File: src/rtl/mips_pkg.sv
// mips_pkg: shared register-file widths and the write-back queue entry type
package mips_pkg;
  localparam int REG_ADDR_W = 5;
  localparam int DATA_W = 32;
  localparam logic [REG_ADDR_W-1:0] REG_ZERO = '0;
  typedef struct packed {
    logic [REG_ADDR_W-1:0] dest;
    logic [DATA_W-1:0]     data;
  } wb_entry_t;
endpackage

File: src/rtl/regfile_writeback_if.sv
// regfile_writeback_if: producer pushes, register-file write port and decode lookup bundle
interface regfile_writeback_if;
  import mips_pkg::*;
  logic                  alu_valid;
  logic [REG_ADDR_W-1:0] alu_dest;
  logic [DATA_W-1:0]     alu_data;
  logic                  ld_valid;
  logic [REG_ADDR_W-1:0] ld_dest;
  logic [DATA_W-1:0]     ld_data;
  logic                  wb_ready;
  logic                  regWriteC;
  logic [REG_ADDR_W-1:0] RegWrite;
  logic [DATA_W-1:0]     writeData;
  logic [REG_ADDR_W-1:0] read1;
  logic [REG_ADDR_W-1:0] read2;
  logic                  pend1;
  logic                  pend2;
  logic [DATA_W-1:0]     fwd_data1;
  logic [DATA_W-1:0]     fwd_data2;
  logic                  err_overflow;
  modport master (
    output alu_valid, alu_dest, alu_data, ld_valid, ld_dest, ld_data, read1, read2,
    input  wb_ready, regWriteC, RegWrite, writeData, pend1, pend2, fwd_data1, fwd_data2, err_overflow
  );
  modport slave (
    input  alu_valid, alu_dest, alu_data, ld_valid, ld_dest, ld_data, read1, read2,
    output wb_ready, regWriteC, RegWrite, writeData, pend1, pend2, fwd_data1, fwd_data2, err_overflow
  );
endinterface

File: src/rtl/wb_queue.sv
// wb_queue: circular write-back buffer taking 0/1/2 pushes and popping the head every non-empty cycle
module wb_queue
  import mips_pkg::*;
#(
  parameter int DEPTH = 4,
  localparam int PW = $clog2(DEPTH),
  localparam int CW = $clog2(DEPTH + 1)
) (
  input  logic            clk,
  input  logic            reset,
  input  logic [1:0]      npush,
  input  wb_entry_t       e0,
  input  wb_entry_t       e1,
  output wb_entry_t       mem [DEPTH],
  output logic [PW-1:0]   rd_ptr,
  output logic [CW-1:0]   count,
  output wb_entry_t       head
);
  logic [PW-1:0] wr_ptr;
  logic          pop;
  assign pop  = count != '0;
  assign head = mem[rd_ptr];
  // e0 is the older of the two pushes and lands at wr_ptr, e1 right behind it
  always_ff @(posedge clk) begin
    if (npush != 2'd0) mem[wr_ptr] <= e0;
    if (npush == 2'd2) mem[wr_ptr + PW'(1)] <= e1;
  end
  // pointers wrap modulo DEPTH; count tracks accepted pushes minus the head pop
  always_ff @(posedge clk) begin
    if (reset) begin
      wr_ptr <= '0;
      rd_ptr <= '0;
      count  <= '0;
    end else begin
      wr_ptr <= wr_ptr + PW'(npush);
      rd_ptr <= rd_ptr + PW'(pop);
      count  <= count + CW'(npush) - CW'(pop);
    end
  end
endmodule

File: src/rtl/regfile_writeback.sv
// regfile_writeback: ordered ALU/load write-back queue with pending-destination lookup (optional WB_BYPASS_EN forwards data)
module regfile_writeback
  import mips_pkg::*;
#(
  parameter int DEPTH = 4
) (
  input logic clk,
  input logic reset,
  regfile_writeback_if.slave wb
);
  localparam int PW = $clog2(DEPTH);
  localparam int CW = $clog2(DEPTH + 1);
  wb_entry_t       mem [DEPTH];
  wb_entry_t       head, ld_e, alu_e, e0;
  logic [PW-1:0]   rd_ptr;
  logic [CW-1:0]   count, free;
  logic [1:0]      npush;
  logic            va, vb, acc_ld, acc_alu, drop;
  logic            p1, p2;
  logic [DATA_W-1:0] d1, d2;
  wb_queue #(.DEPTH(DEPTH)) u_queue (
    .clk(clk), .reset(reset), .npush(npush), .e0(e0), .e1(alu_e),
    .mem(mem), .rd_ptr(rd_ptr), .count(count), .head(head)
  );
  // writes to r0 are dropped silently; the load is older and wins the last free slot
  always_comb begin
    ld_e    = '{dest: wb.ld_dest, data: wb.ld_data};
    alu_e   = '{dest: wb.alu_dest, data: wb.alu_data};
    va      = wb.ld_valid && wb.ld_dest != REG_ZERO;
    vb      = wb.alu_valid && wb.alu_dest != REG_ZERO;
    free    = CW'(DEPTH) - count;
    acc_ld  = va && free != '0;
    acc_alu = vb && (va ? free >= CW'(2) : free != '0);
    npush   = {1'b0, acc_ld} + {1'b0, acc_alu};
    drop    = (va && !acc_ld) || (vb && !acc_alu);
    e0      = acc_ld ? ld_e : alu_e;
  end
  // sticky until reset
  always_ff @(posedge clk) begin
    if (reset) wb.err_overflow <= 1'b0;
    else if (drop) wb.err_overflow <= 1'b1;
  end
  // scan oldest to youngest so the youngest match is the one left standing
  always_comb begin
    p1 = 1'b0;
    p2 = 1'b0;
    d1 = '0;
    d2 = '0;
    for (int k = 0; k < DEPTH; k++) begin
      if (CW'(k) < count && wb.read1 != REG_ZERO && mem[rd_ptr + PW'(k)].dest == wb.read1) begin
        p1 = 1'b1;
`ifdef WB_BYPASS_EN
        d1 = mem[rd_ptr + PW'(k)].data;
`endif
      end
      if (CW'(k) < count && wb.read2 != REG_ZERO && mem[rd_ptr + PW'(k)].dest == wb.read2) begin
        p2 = 1'b1;
`ifdef WB_BYPASS_EN
        d2 = mem[rd_ptr + PW'(k)].data;
`endif
      end
    end
  end
  assign wb.pend1     = p1;
  assign wb.pend2     = p2;
  assign wb.fwd_data1 = d1;
  assign wb.fwd_data2 = d2;
  assign wb.wb_ready  = count <= CW'(DEPTH - 2);
  assign wb.regWriteC = count != '0;
  assign wb.RegWrite  = count != '0 ? head.dest : REG_ZERO;
  assign wb.writeData = count != '0 ? head.data : '0;
endmodule
File: src/flat_wrapper.sv
// flat-port wrapper written by rule: the top's interface ports become plain ports
module regfile_writeback_flat import mips_pkg::*;
#(
  parameter int DEPTH = 4
)
  (clk, reset, wb_alu_valid, wb_alu_dest, wb_alu_data, wb_ld_valid, wb_ld_dest, wb_ld_data, wb_read1, wb_read2, wb_wb_ready, wb_regWriteC, wb_RegWrite, wb_writeData, wb_pend1, wb_pend2, wb_fwd_data1, wb_fwd_data2, wb_err_overflow);
  regfile_writeback_if wb_i ();
  input logic clk;
  input logic reset;
  input wire logic [$bits(wb_i.alu_valid)-1:0] wb_alu_valid;
  input wire logic [$bits(wb_i.alu_dest)-1:0] wb_alu_dest;
  input wire logic [$bits(wb_i.alu_data)-1:0] wb_alu_data;
  input wire logic [$bits(wb_i.ld_valid)-1:0] wb_ld_valid;
  input wire logic [$bits(wb_i.ld_dest)-1:0] wb_ld_dest;
  input wire logic [$bits(wb_i.ld_data)-1:0] wb_ld_data;
  input wire logic [$bits(wb_i.read1)-1:0] wb_read1;
  input wire logic [$bits(wb_i.read2)-1:0] wb_read2;
  output wire logic [$bits(wb_i.wb_ready)-1:0] wb_wb_ready;
  output wire logic [$bits(wb_i.regWriteC)-1:0] wb_regWriteC;
  output wire logic [$bits(wb_i.RegWrite)-1:0] wb_RegWrite;
  output wire logic [$bits(wb_i.writeData)-1:0] wb_writeData;
  output wire logic [$bits(wb_i.pend1)-1:0] wb_pend1;
  output wire logic [$bits(wb_i.pend2)-1:0] wb_pend2;
  output wire logic [$bits(wb_i.fwd_data1)-1:0] wb_fwd_data1;
  output wire logic [$bits(wb_i.fwd_data2)-1:0] wb_fwd_data2;
  output wire logic [$bits(wb_i.err_overflow)-1:0] wb_err_overflow;
  assign wb_i.alu_valid = wb_alu_valid;
  assign wb_i.alu_dest = wb_alu_dest;
  assign wb_i.alu_data = wb_alu_data;
  assign wb_i.ld_valid = wb_ld_valid;
  assign wb_i.ld_dest = wb_ld_dest;
  assign wb_i.ld_data = wb_ld_data;
  assign wb_i.read1 = wb_read1;
  assign wb_i.read2 = wb_read2;
  assign wb_wb_ready = wb_i.wb_ready;
  assign wb_regWriteC = wb_i.regWriteC;
  assign wb_RegWrite = wb_i.RegWrite;
  assign wb_writeData = wb_i.writeData;
  assign wb_pend1 = wb_i.pend1;
  assign wb_pend2 = wb_i.pend2;
  assign wb_fwd_data1 = wb_i.fwd_data1;
  assign wb_fwd_data2 = wb_i.fwd_data2;
  assign wb_err_overflow = wb_i.err_overflow;
  regfile_writeback #(.DEPTH(DEPTH)) u_core (.clk(clk), .reset(reset), .wb(wb_i));
endmodule
File: config.mk
export PLATFORM = sky130hd
export DESIGN_NAME = regfile_writeback_flat
export DESIGN_NICKNAME = d
export VERILOG_FILES = /design/src/rtl/mips_pkg.sv /design/src/rtl/regfile_writeback_if.sv /design/src/rtl/wb_queue.sv /design/src/rtl/regfile_writeback.sv /design/src/flat_wrapper.sv
export SDC_FILE = /design/constraint.sdc
export NUM_CORES = 1
export LEC_CHECK = 0
export ABC_AREA = 1
export BUFFER_PORTS_ARGS = -buffer_cell sky130_fd_sc_hd__buf_2
export CORE_ASPECT_RATIO = 0.7
export CORE_MARGIN = 2
export CORE_UTILIZATION = 60
export CTS_CLUSTER_SIZE = 14
export DETAILED_ROUTE_END_ITERATION = 6
export GPL_ROUTABILITY_DRIVEN = 1
export GPL_TIMING_DRIVEN = 0
export PLACE_DENSITY = 0.85
export SLEW_MARGIN = 5
export SYNTH_ARGS = -nofsm -noshare
export SYNTH_HDL_FRONTEND = slang
export SYNTH_SLANG_ARGS = --single-unit
File: constraint.sdc
create_clock -name clk -period 8 [get_ports clk]
set_input_delay 0.8 -clock clk [delete_from_list [all_inputs] [get_ports clk]]
set_output_delay 0.8 -clock clk [all_outputs]
set_load 0.1 [all_outputs]
=== After elaboration in Yosys (flattened, before gate mapping) ===
Index checks and enable logic that the tools add are counted.

* Output and inout port bits: 106
* Logic and storage cells: 117
* Register bits: 156

* Mux-type cells: 32
* Reduce and logical (&&, ||, !) cells: 34
* Bitwise operators: 6
* Eq/ne operators: 9
* Add/sub/neg operators: 10
* Magnitude comparators: 14

{| class="wikitable"
|+ Operators by type and width
! kind !! number
|-
| $mux W37 || 11
|-
| $bmux W37 S2 || 4
|-
| $bwmux W148 || 2
|-
| $mux W148 || 2
|-
| $demux W37 S2 || 2
|-
| $eq A5 B5 Y1 || 8
|-
| $mux W32 || 1
|-
| $logic_and A1 B1 Y1 || 24
|-
| $reduce_bool A5 Y1 || 4
|-
| $ge A3 B3 Y1 const B || 6
|-
| $not A2 Y3 || 6
|-
| $mux W1 || 9
|-
| $lt A1 B3 Y1 const A || 2
|-
| $lt A2 B3 Y1 const A || 2
|-
| $lt A3 B1 Y1 const B || 2
|-
| $reduce_bool A3 Y1 || 2
|-
| $mux W5 || 1
|-
| $add A2 B1 Y2 const B || 2
|-
| $add A2 B2 Y2 const B || 2
|-
| $add A3 B2 Y3 || 1
|-
| $ge A3 B2 Y1 const B || 1
|-
| $le A3 B2 Y1 const B || 1
|-
| $sub A3 B1 Y3 || 1
|-
| $sub A3 B3 Y3 const A || 1
|-
| other kinds (7) || 8
|}

=== Depth between registers and ports, before layout ===
Gate-level depths: netlist of run 1.

* Depth in word-level cells: 10
* Depth in mapped cells: 16
* Mapped depth without buffers: 15

=== Modules after synthesis ===
From an unflattened synthesis of run 1, not the netlist that was laid out.

* Cells, all modules: 2091
* Area, all modules: 11875.1 um2

{| class="wikitable"
|+ Modules (own cells, without submodules)
! module !! sequential area each (um2) !! times used !! cells each !! area each (um2)
|-
| wb_queue || 3103.0 || 1 || 1420 || 8877.3
|-
| regfile_writeback || 20.0 || 1 || 671 || 2997.9
|}

=== Least setup slack after synthesis of run 1 ===
Ideal clock, no wire load.

* Kind: register to output
* From: register u_core.u_queue.count[0]
* To: output port wb_RegWrite[0]
* Stages on the path, launching flop included: 7
* Required time: 7.200 ns
* Buffers on the path: 2
* Slack: 4.719 ns
* Arrival time: 2.481 ns
* Cell sequence: dfxtp_1 inv_1 ha_1 ha_1 clkbuf_1 buf_1 nor2_1

* Word-level cells in the longest chain between the ends: 2

{| class="wikitable"
|+ RTL lines
! item !! RTL line !! source
|-
| start, declared || wb_queue.sv:16 || <nowiki>output logic [CW-1:0] count,</nowiki>
|-
| start signal, assigned || wb_queue.sv:37 || <nowiki>count <= count + CW'(npush) - CW'(pop);</nowiki>
|-
| $reduce_bool A3 Y1 || regfile_writeback.sv:70 || <nowiki>assign wb.RegWrite = count != '0 ? head.dest : REG_ZERO;</nowiki>
|-
| $mux W5 || regfile_writeback.sv:70 ||
|-
| end, declared || flat_wrapper.sv:20 || <nowiki>output wire logic [$bits(wb_i.RegWrite)-1:0] wb_RegWrite;</nowiki>
|}

No other way between the ends.

=== Final worst setup path of run 1 ===
* From: register u_core.u_queue.count[0]
* To: output port wb_regWriteC

* Word-level cells in the longest chain between the ends: 1

{| class="wikitable"
|+ RTL lines
! item !! RTL line !! source
|-
| $reduce_bool A3 Y1 || regfile_writeback.sv:69 || <nowiki>assign wb.regWriteC = count != '0;</nowiki>
|-
| end, declared || flat_wrapper.sv:19 || <nowiki>output wire logic [$bits(wb_i.regWriteC)-1:0] wb_regWriteC;</nowiki>
|}

No other way between the ends.

==> impl_metrics.env, run 1 <==
export IMPL_status="finished, final reports clean"
export IMPL_yosysUniqueCellTypes=34
export IMPL_clock_skew_ns=0.00681
export IMPL_fmax_ghz=0.254
export IMPL_yosys_area_top_type="dfxtp_1"
export IMPL_cts_clk_slew_worst_paths_ns=0.07
export IMPL_hold_start="u_core.u_queue.mem[64]"
export IMPL_pre_cts_ws_ns=4.66
export IMPL_dieArea_mm2=0.0183
export IMPL_hold_buffers=0
export IMPL_grt_pass1_vias=10804
export IMPL_cts_tree="done"
export IMPL_hold_class="reg -> reg"
export IMPL_syn_to_final_growth_pct=17.1
export IMPL_cts_resized=0
export IMPL_placement_io_buffers=128
export IMPL_initial_utilization_pct=60.7
export IMPL_clockBufferDepth=2
export IMPL_yosys_register_bits=156
export IMPL_gp_congestion=0.998
export IMPL_grt_ovfl_total=0
export IMPL_vias_per_cell=5.58
export IMPL_cts_sinks=156
export IMPL_finalCriticalPeriod_ns=3.94
export IMPL_setup_viol=0
export IMPL_hold_viol_final=0
export IMPL_netlist_top_cells_count="nand2_1, o21ai_0, inv_1"
export IMPL_ys_warn_count=0
export IMPL_criticalPathCategory="reg -> out"
export IMPL_syn_area_mm2=0.0103
export IMPL_yosysSeqAreaShare_pct=30.2
export IMPL_ioPinCount=194
export IMPL_synthTopCellsByArea="dfxtp_1, nand2_1, o21ai_0"
export IMPL_synth_avg_cell_area_um2=6.06
export IMPL_arrival_ns=3.14
export IMPL_die_w_um=161
export IMPL_grt_usage_pct=37.8
export IMPL_yosysMostFrequentCell="nand2_1"
export IMPL_rows=40
export IMPL_setup_tns_ns=0
export IMPL_routed_via_count=12058
export IMPL_final_antenna_net_count=0
export IMPL_core_mm2=0.0170
export IMPL_dieHeight_um=114
export IMPL_ys_flop_type="dfxtp_1"
export IMPL_async_flop_share_pct=0
export IMPL_antenna_cells=0
export IMPL_required_ns=7.20
export IMPL_cts_made_buffers=17
export IMPL_h_tree_depth=4
export IMPL_drt_iter0_drc=1648
export IMPL_cts_root_buf="clkbuf_16"
export IMPL_cp_end_kind="primary output"
export IMPL_antenna_found_initial=0
export IMPL_rsz0062_at_grt="no"
export IMPL_grt_pass1_wl_um=54900
export IMPL_final_layout_size_suffix_gt1_share_pct=16.6
export IMPL_tightest_slew_ns=0.777
export IMPL_grt_max_degree=17
export IMPL_worst_slack_ns=4.06
export IMPL_synth_cells=1706
export IMPL_totalWireLength_um=35000
export IMPL_maxCapViolCount=0
export IMPL_clk_latency_ns=0.44
export IMPL_firstDrtPassIters=7
export IMPL_fin_nets=2015
export IMPL_timing_slew_headroom_pct=48.2
export IMPL_slew_viol_final=0
export IMPL_yosysTopAreaCellShare_pct=30.2
export IMPL_wire_per_inst_um=16.2
export IMPL_synth_edf_count=0
export IMPL_cts_setup_buffers=0
export IMPL_dp_hpwl_um=25100
export IMPL_crit_path_max_fanout=10
export IMPL_critPathLaunchType="flop"
export IMPL_finalCritPeriodShare_pct=49.2
export IMPL_worstReg2RegStart="u_core.u_queue.count[2]"
export IMPL_drc=0
export IMPL_crit_start="u_core.u_queue.count[0]"
==> critical path, cell delays in order, from the launching register on <==
cell      delay [ns]
dfxtp_1         0.32
inv_1           0.12
ha_1            0.21
ha_1            0.28
clkbuf_1        0.62
buf_1           0.65
inv_1           0.16
buf_2           0.34
==> area by class of cell <==
type	instances	area, um^2
buffer	167	1020
inverter	168	631
clock inverter	14	160
sequential	156	3120
timing repair buffer	128	641
clock buffer	18	439
multi-input combinational	1278	5790
fill	1511	4920
tap	231	289
==> per-stage QoR <==
| stage | cell area, um^2 | hold slack (ns) | util (%) | cells |
|---|---|---|---|---|
| final | 12100 | 0.555 | 71.1 | 2160 |
| after global routing | 12100 | 0.585 | 71.1 | 2160 |
| after CTS | 12100 | 0.553 | 71.1 | 2160 |
| after detailed placement | 11500 | 0.540 | 67.6 | 2128 |
| after global placement | 11500 | 0.533 | 67.6 | 2128 |
| after floorplan | 10600 | 0.518 | - | 1769 |
==> registers in the layout, indices dropped and copies added, names as in the netlist <==
| name | count |
|---|---|
| u_core.u_queue.count | 3 |
| u_core.u_queue.mem | 148 |
| u_core.u_queue.rd_ptr | 2 |
| u_core.u_queue.wr_ptr | 2 |
| u_core.wb.err_overflow | 1 |
==> routing by layer <==
metal / part of all wire, % / global-route usage [%]
met5: 0 / 0
met3: 15 / 10.5
met4: 2.5 / 14.4
met1: 41 / 52.7
met2: 41 / 56.1
==> kinds of logic after synthesis <==
logic type,Yosys count,share of synthesized area (%)
compound gates,374,19.4
xor+xnor,3,0.254
fa+ha+maj,11,1.40
buf+inv,335,16.0
flops,156,30.2
other cells,1,0.0363
simple gates,826,32.6
==> path summary, 6_finish.rpt <==
kind	endpoint	slack (ns)	depth (start not counted)
max	wb_regWriteC	4.06	7
min	u_core.u_queue.mem[64]	0.56	4
max reg2reg	u_core.u_queue.count[1]	4.82	12
min reg2reg	u_core.u_queue.mem[64]	0.56	4
==> cells in the final DEF (no fill, tap or decap), types with 3 or more instances in the layout <==
master	instances
inv_2	8
inv_6	4
dfxtp_1	156
nor3_1	4
clkbuf_16	17
clkbuf_1	39
clkinv_4	3
buf_1	5
buf_6	8
nand3_1	108
conb_1	64
a21oi_1	114
nor2_1	121
nand3_2	10
ha_1	10
nand2_1	561
o21ai_0	182
buf_4	71
o21ai_1	41
a221oi_1	32
inv_1	160
nand2_2	13
clkinvlp_4	3
buf_2	171
Power of run 1 is not shown: default switching activity piles up to over one toggle a cycle in this logic, so the estimate is an artifact.
==> run 2: changes to the inputs <==
CORE_UTILIZATION = 51   (was 60)
PLACE_DENSITY = 0.77   (was 0.85)
clock period = 3.5 ns   (was 8 ns; I/O delays follow)
==> impl_metrics.env, run 2 (synthesized netlist as in run 1, its figures left out) <==
export IMPL_top_register="u_core.u_queue.mem"
export IMPL_hold_class="in -> reg"
export IMPL_final_util_pct=61.2
export IMPL_initial_utilization_pct=52.0
export IMPL_arrival_ns=2.89
export IMPL_fmax_ghz=0.308
export IMPL_totalWireLength_um=34800
export IMPL_placed_area_mm2=0.0115
export IMPL_h_tree_depth=4
export IMPL_criticalPathCategory="reg -> out"
export IMPL_cts_sinks=156
export IMPL_largestRegisters="u_core.u_queue.mem: 148 flops, u_core.u_queue.count: 3 flops"
export IMPL_cts_clk_slew_worst_paths_ns=0.07
export IMPL_final_cells=2200
export IMPL_gp_congestion=0.952
export IMPL_slew_viol_final=0
export IMPL_maxCapViolCount=0
export IMPL_finalCritPeriodShare_pct=92.6
export IMPL_status="finished, final reports clean"
export IMPL_drc=0
export IMPL_timing_slew_headroom_pct=47.4
export IMPL_cp_top_family="buffers and inverters"
export IMPL_cts_made_buffers=17
export IMPL_die_w_um=174
export IMPL_syn_to_final_growth_pct=17.5
export IMPL_clockBufferDepth=2
export IMPL_worst_path_largest_cell_delay_ns=0.63
export IMPL_firstDrtPassIters=6
export IMPL_core_mm2=0.0199
export IMPL_cp_end_kind="primary output"
export IMPL_largest_reg_flops=148
export IMPL_clk_latency_ns=0.43
export IMPL_setup_viol=0
export IMPL_postLayoutCellArea_mm2=0.0121
export IMPL_critPathLaunchType="flop"
export IMPL_tightest_slew_ns=0.788
export IMPL_dp_cells=2167
export IMPL_rows=43
export IMPL_cts_tree="done"
export IMPL_crit_path_max_fanout=10
export IMPL_cts_root_buf="clkbuf_16"
export IMPL_grt_pass1_wl_um=53900
export IMPL_cts_setup_buffers=0
export IMPL_hold_viol_final=0
export IMPL_clock_skew_ns=0.00746
export IMPL_grt_max_degree=17
export IMPL_grt_pass1_vias=10163
export IMPL_antenna_found_initial=1
export IMPL_dieHeight_um=123
export IMPL_final_layout_size_suffix_gt1_share_pct=16.6
export IMPL_cp_slowest_cell="clkbuf_1"
export IMPL_fin_nets=2015
export IMPL_dp_hpwl_um=25500
export IMPL_vias_per_cell=5.34
export IMPL_most_common_layout_cells="nand2_1, o21ai_0, buf_2"
export IMPL_drt_iter0_drc=1424
export IMPL_wire_per_inst_um=15.8
export IMPL_cp_num_buf_inv=5
export IMPL_placement_io_buffers=128
export IMPL_final_antenna_net_count=0
export IMPL_fillers=1910
export IMPL_crit_path_cell_trace="inv_1 -> ha_1 -> ha_1 -> clkbuf_1 -> clkbuf_2 -> inv_1 -> buf_2"
export IMPL_required_ns=3.15
export IMPL_ioPinCount=194
export IMPL_grt_ovfl_total=0
export IMPL_finalCriticalPeriod_ns=3.24
export IMPL_routed_via_count=11757
export IMPL_setup_tns_ns=0
export IMPL_rsz0062_at_grt="no"
export IMPL_dieArea_mm2=0.0214
export IMPL_final_common_cell="nand2_1"
export IMPL_grt_usage_pct=32.0
==> run 2: layout make-up <==
type	instances	area (um^2)	share of cell area, %
Multi-Input combinational cell	1278	5790	47.7
Sequential cell	156	3120	25.7
Buffer	167	1020	8.44
Timing Repair Buffer	128	641	5.28
Inverter	168	631	5.19
Clock buffer	19	453	3.73
Tap cell	270	338	2.78
Clock inverter	13	139	1.14
Antenna cell	1	2.50	0.0206
==> run 2: what timing repair did <==
item	in CTS	in global routing
gates resized for setup	0	1
hold buffers	0	0
setup endpoints to repair	0	10
==> run 2: stage by stage <==
stage | hold WS, ns | worst slack [ns]
final | 0.169 | 0.258
after global routing | 0.179 | 0.129
after CTS | 0.168 | 0.0178
after detailed placement | 0.540 | 0.398
after global placement | 0.533 | 0.444
after floorplan | 0.460 | 0.669
==> run 2: worst paths after layout <==
kind                      startpoint                       to  slack [ns]  cells past startpoint
max          u_core.u_queue.count[0]             wb_regWriteC        0.26                      7
min                  wb_alu_data[11]   u_core.u_queue.mem[85]        0.17                      3
max reg2reg  u_core.u_queue.count[2]  u_core.u_queue.count[1]        0.35                     12
min reg2reg   u_core.u_queue.mem[65]   u_core.u_queue.mem[65]        0.55                      4
==> run 2: routing by layer <==
layer  wire length, um  part of all wire (%)  GRT usage [%]
met1             15500                    45           46.4
met2             14400                    41           48.0
met3              4310                    12           7.41
met4               578                   1.7           7.56
met5                 0                     0              0
==> run 2: tightest hold or removal path, cell delays in order <==
cell and delay, ns:
buf_2 0.12, nand2_1 0.06, nand2_1 0.05
Power of run 2 is left out for the same reason.
==> run 3: changes to the inputs <==
--- a/config.mk
+++ b/config.mk
@@ -11,5 +11,5 @@
 export CORE_MARGIN = 2
 export CORE_UTILIZATION = 51
-export CTS_CLUSTER_SIZE = 14
+export CTS_CLUSTER_SIZE = 25
 export DETAILED_ROUTE_END_ITERATION = 6
 export GPL_ROUTABILITY_DRIVEN = 1
==> constraint.sdc (replaced) <==
create_clock -name clk -period 3.5 [get_ports clk]
set_input_delay 0.35 -clock clk [delete_from_list [all_inputs] [get_ports clk]]
set_output_delay 0.35 -clock clk [all_outputs]
set_load 0.01 [all_outputs]
==> impl_metrics.env, run 3 (synthesized netlist as in run 1, its figures left out) <==
export IMPL_gp_congestion=0.952
export IMPL_top_register="u_core.u_queue.mem"
export IMPL_crit_path_max_fanout=10
export IMPL_rsz0062_at_grt="no"
export IMPL_dieHeight_um=123
export IMPL_syn_to_final_growth_pct=17.5
export IMPL_firstDrtPassIters=7
export IMPL_grt_pass1_wl_um=53900
export IMPL_placement_io_buffers=128
export IMPL_core_mm2=0.0199
export IMPL_hold_viol_final=0
export IMPL_vias_per_cell=5.34
export IMPL_crit_path_cell_trace="inv_1 -> ha_1 -> ha_1 -> clkbuf_1 -> buf_1 -> inv_1 -> buf_2"
export IMPL_wire_per_inst_um=15.8
export IMPL_worst_path_largest_cell_delay_ns=0.63
export IMPL_worstHoldPathCells=3
export IMPL_cts_tree="done"
export IMPL_slew_viol_final=0
export IMPL_pre_cts_ws_ns=0.398
export IMPL_clock_skew_ns=0.00666
export IMPL_final_common_cell="nand2_1"
export IMPL_grt_usage_pct=32.0
export IMPL_criticalPathCategory="reg -> out"
export IMPL_largest_reg_flops=148
export IMPL_drt_iter0_drc=1477
export IMPL_cts_sinks=156
export IMPL_hold_end="u_core.u_queue.mem[85]"
export IMPL_grt_ovfl_total=0
export IMPL_finalCriticalPeriod_ns=3.32
export IMPL_clockBufferDepth=2
export IMPL_fin_nets=2015
export IMPL_violations="design-rule violations"
export IMPL_cp_end_kind="primary output"
export IMPL_rows=43
export IMPL_setup_viol=0
export IMPL_antenna_found_initial=1
export IMPL_powerDensity_mw_per_mm2=988
export IMPL_timing_slew_headroom_pct=48.6
export IMPL_most_common_layout_cells="nand2_1, o21ai_0, buf_2"
export IMPL_grt_pass1_vias=10163
export IMPL_maxCapViolCount=0
export IMPL_largestRegisters="u_core.u_queue.mem: 148 flops, u_core.u_queue.count: 3 flops"
export IMPL_h_tree_depth=4
export IMPL_worstReg2RegStart="u_core.u_queue.count[2]"
export IMPL_cts_made_buffers=17
export IMPL_cp_slowest_cell="buf_1"
export IMPL_drc=9
export IMPL_cts_setup_buffers=0
export IMPL_hold_class="in -> reg"
export IMPL_r2r_slack_ns=0.33
export IMPL_final_antenna_net_count=0
export IMPL_hold_buffers=0
export IMPL_arrival_ns=2.97
export IMPL_cts_root_buf="clkbuf_16"
export IMPL_r2r_end="u_core.u_queue.count[1]"
export IMPL_grt_max_degree=17
export IMPL_dieArea_mm2=0.0214
export IMPL_tightest_slew_ns=0.771
export IMPL_power_leakage_nw=6.44
export IMPL_fmax_ghz=0.301
export IMPL_status="complete, but fails checks"
export IMPL_critPathLaunchType="flop"
export IMPL_dp_hpwl_um=25500
export IMPL_ioPinCount=194
export IMPL_worst_r2r_path_depth=12
export IMPL_routed_via_count=11757
export IMPL_required_ns=3.15
export IMPL_vdd_ir_drop_max_v=0.000548
export IMPL_worst_slack_ns=0.179
export IMPL_hold_start="wb_alu_data[11]"
export IMPL_fillers=1910
export IMPL_cts_clk_slew_worst_paths_ns=0.07
export IMPL_die_w_um=174
export IMPL_clk_latency_ns=0.44
export IMPL_dp_cells=2167
export IMPL_cts_resized=0
export IMPL_initial_utilization_pct=52.0
export IMPL_totalWireLength_um=34800
export IMPL_final_cells=2200
export IMPL_finalCritPeriodShare_pct=94.9
export IMPL_final_layout_size_suffix_gt1_share_pct=16.6
export IMPL_setup_tns_ns=0
## run 3: cell types whose count changed in the layout (fill, tap and decap cells not counted), sizes merged
| cell | delta |
|---|---|
| buf | +1 |
| clkbuf | -1 |
## run 3: worst max-delay path, delay by kind of cell, from the launching register on
kind / cells / cell delay, ns
fa+ha+maj: 2 / 0.49
buf+inv: 5 / 1.73
flops: 1 / 0.31
## run 3: cell type report
type	instances	area (um^2)	area share (%)
antenna	1	2.50	0.0206
buffer	167	1020	8.43
clock buffer	19	453	3.73
tap	270	338	2.78
timing repair buffer	128	641	5.28
multi-input combinational	1278	5790	47.7
sequential	156	3120	25.7
clock inverter	13	139	1.14
inverter	168	631	5.19
## run 3: metrics by stage
step / total power, mW / utilization, % / area (um^2) / hold slack [ns]
CTS: 11.8 / 61.1 / 12100 / 0.168
floorplan: 7.92 / - / 10600 / 0.460
finish: 12.0 / 61.2 / 12100 / 0.165
detailed placement: 9.92 / 58.2 / 11500 / 0.540
global placement: 9.73 / 58.2 / 11500 / 0.533
global route: 13.0 / 61.2 / 12100 / 0.179
## run 3: power breakdown
part | total (mW) | internal (mW) | switching [mW]
combinational | 6.86 | 2.44 | 4.42
sequential | 3.26 | 2.76 | 0.500
clock | 1.88 | 1.09 | 0.792
## run 3: per-layer routing
metal | share of wire (%) | routed length, um | track usage (%)
met1 | 45 | 15600 | 46.4
met4 | 1.7 | 585 | 7.56
met3 | 12 | 4300 | 7.41
met2 | 41 | 14400 | 48.0
met5 | 0 | 0 | 0
## run 3: worst max path at each step
stage	start	end	slack, ns	cells past startpoint
3_5_place_dp	u_core.u_queue.count[2]	u_core.u_queue.count[1]	0.40	12
3_3_place_gp	u_core.u_queue.count[2]	u_core.u_queue.count[1]	0.44	12
4_1_cts	u_core.u_queue.count[0]	wb_regWriteC	0.17	7
5_1_grt	u_core.u_queue.count[0]	wb_regWriteC	0.03	7
2_1_floorplan	u_core.u_queue.count[0]	u_core.u_queue.count[1]	0.80	13
6_report	u_core.u_queue.count[0]	wb_regWriteC	0.18	7
Power figures use the tool's default switching activity.
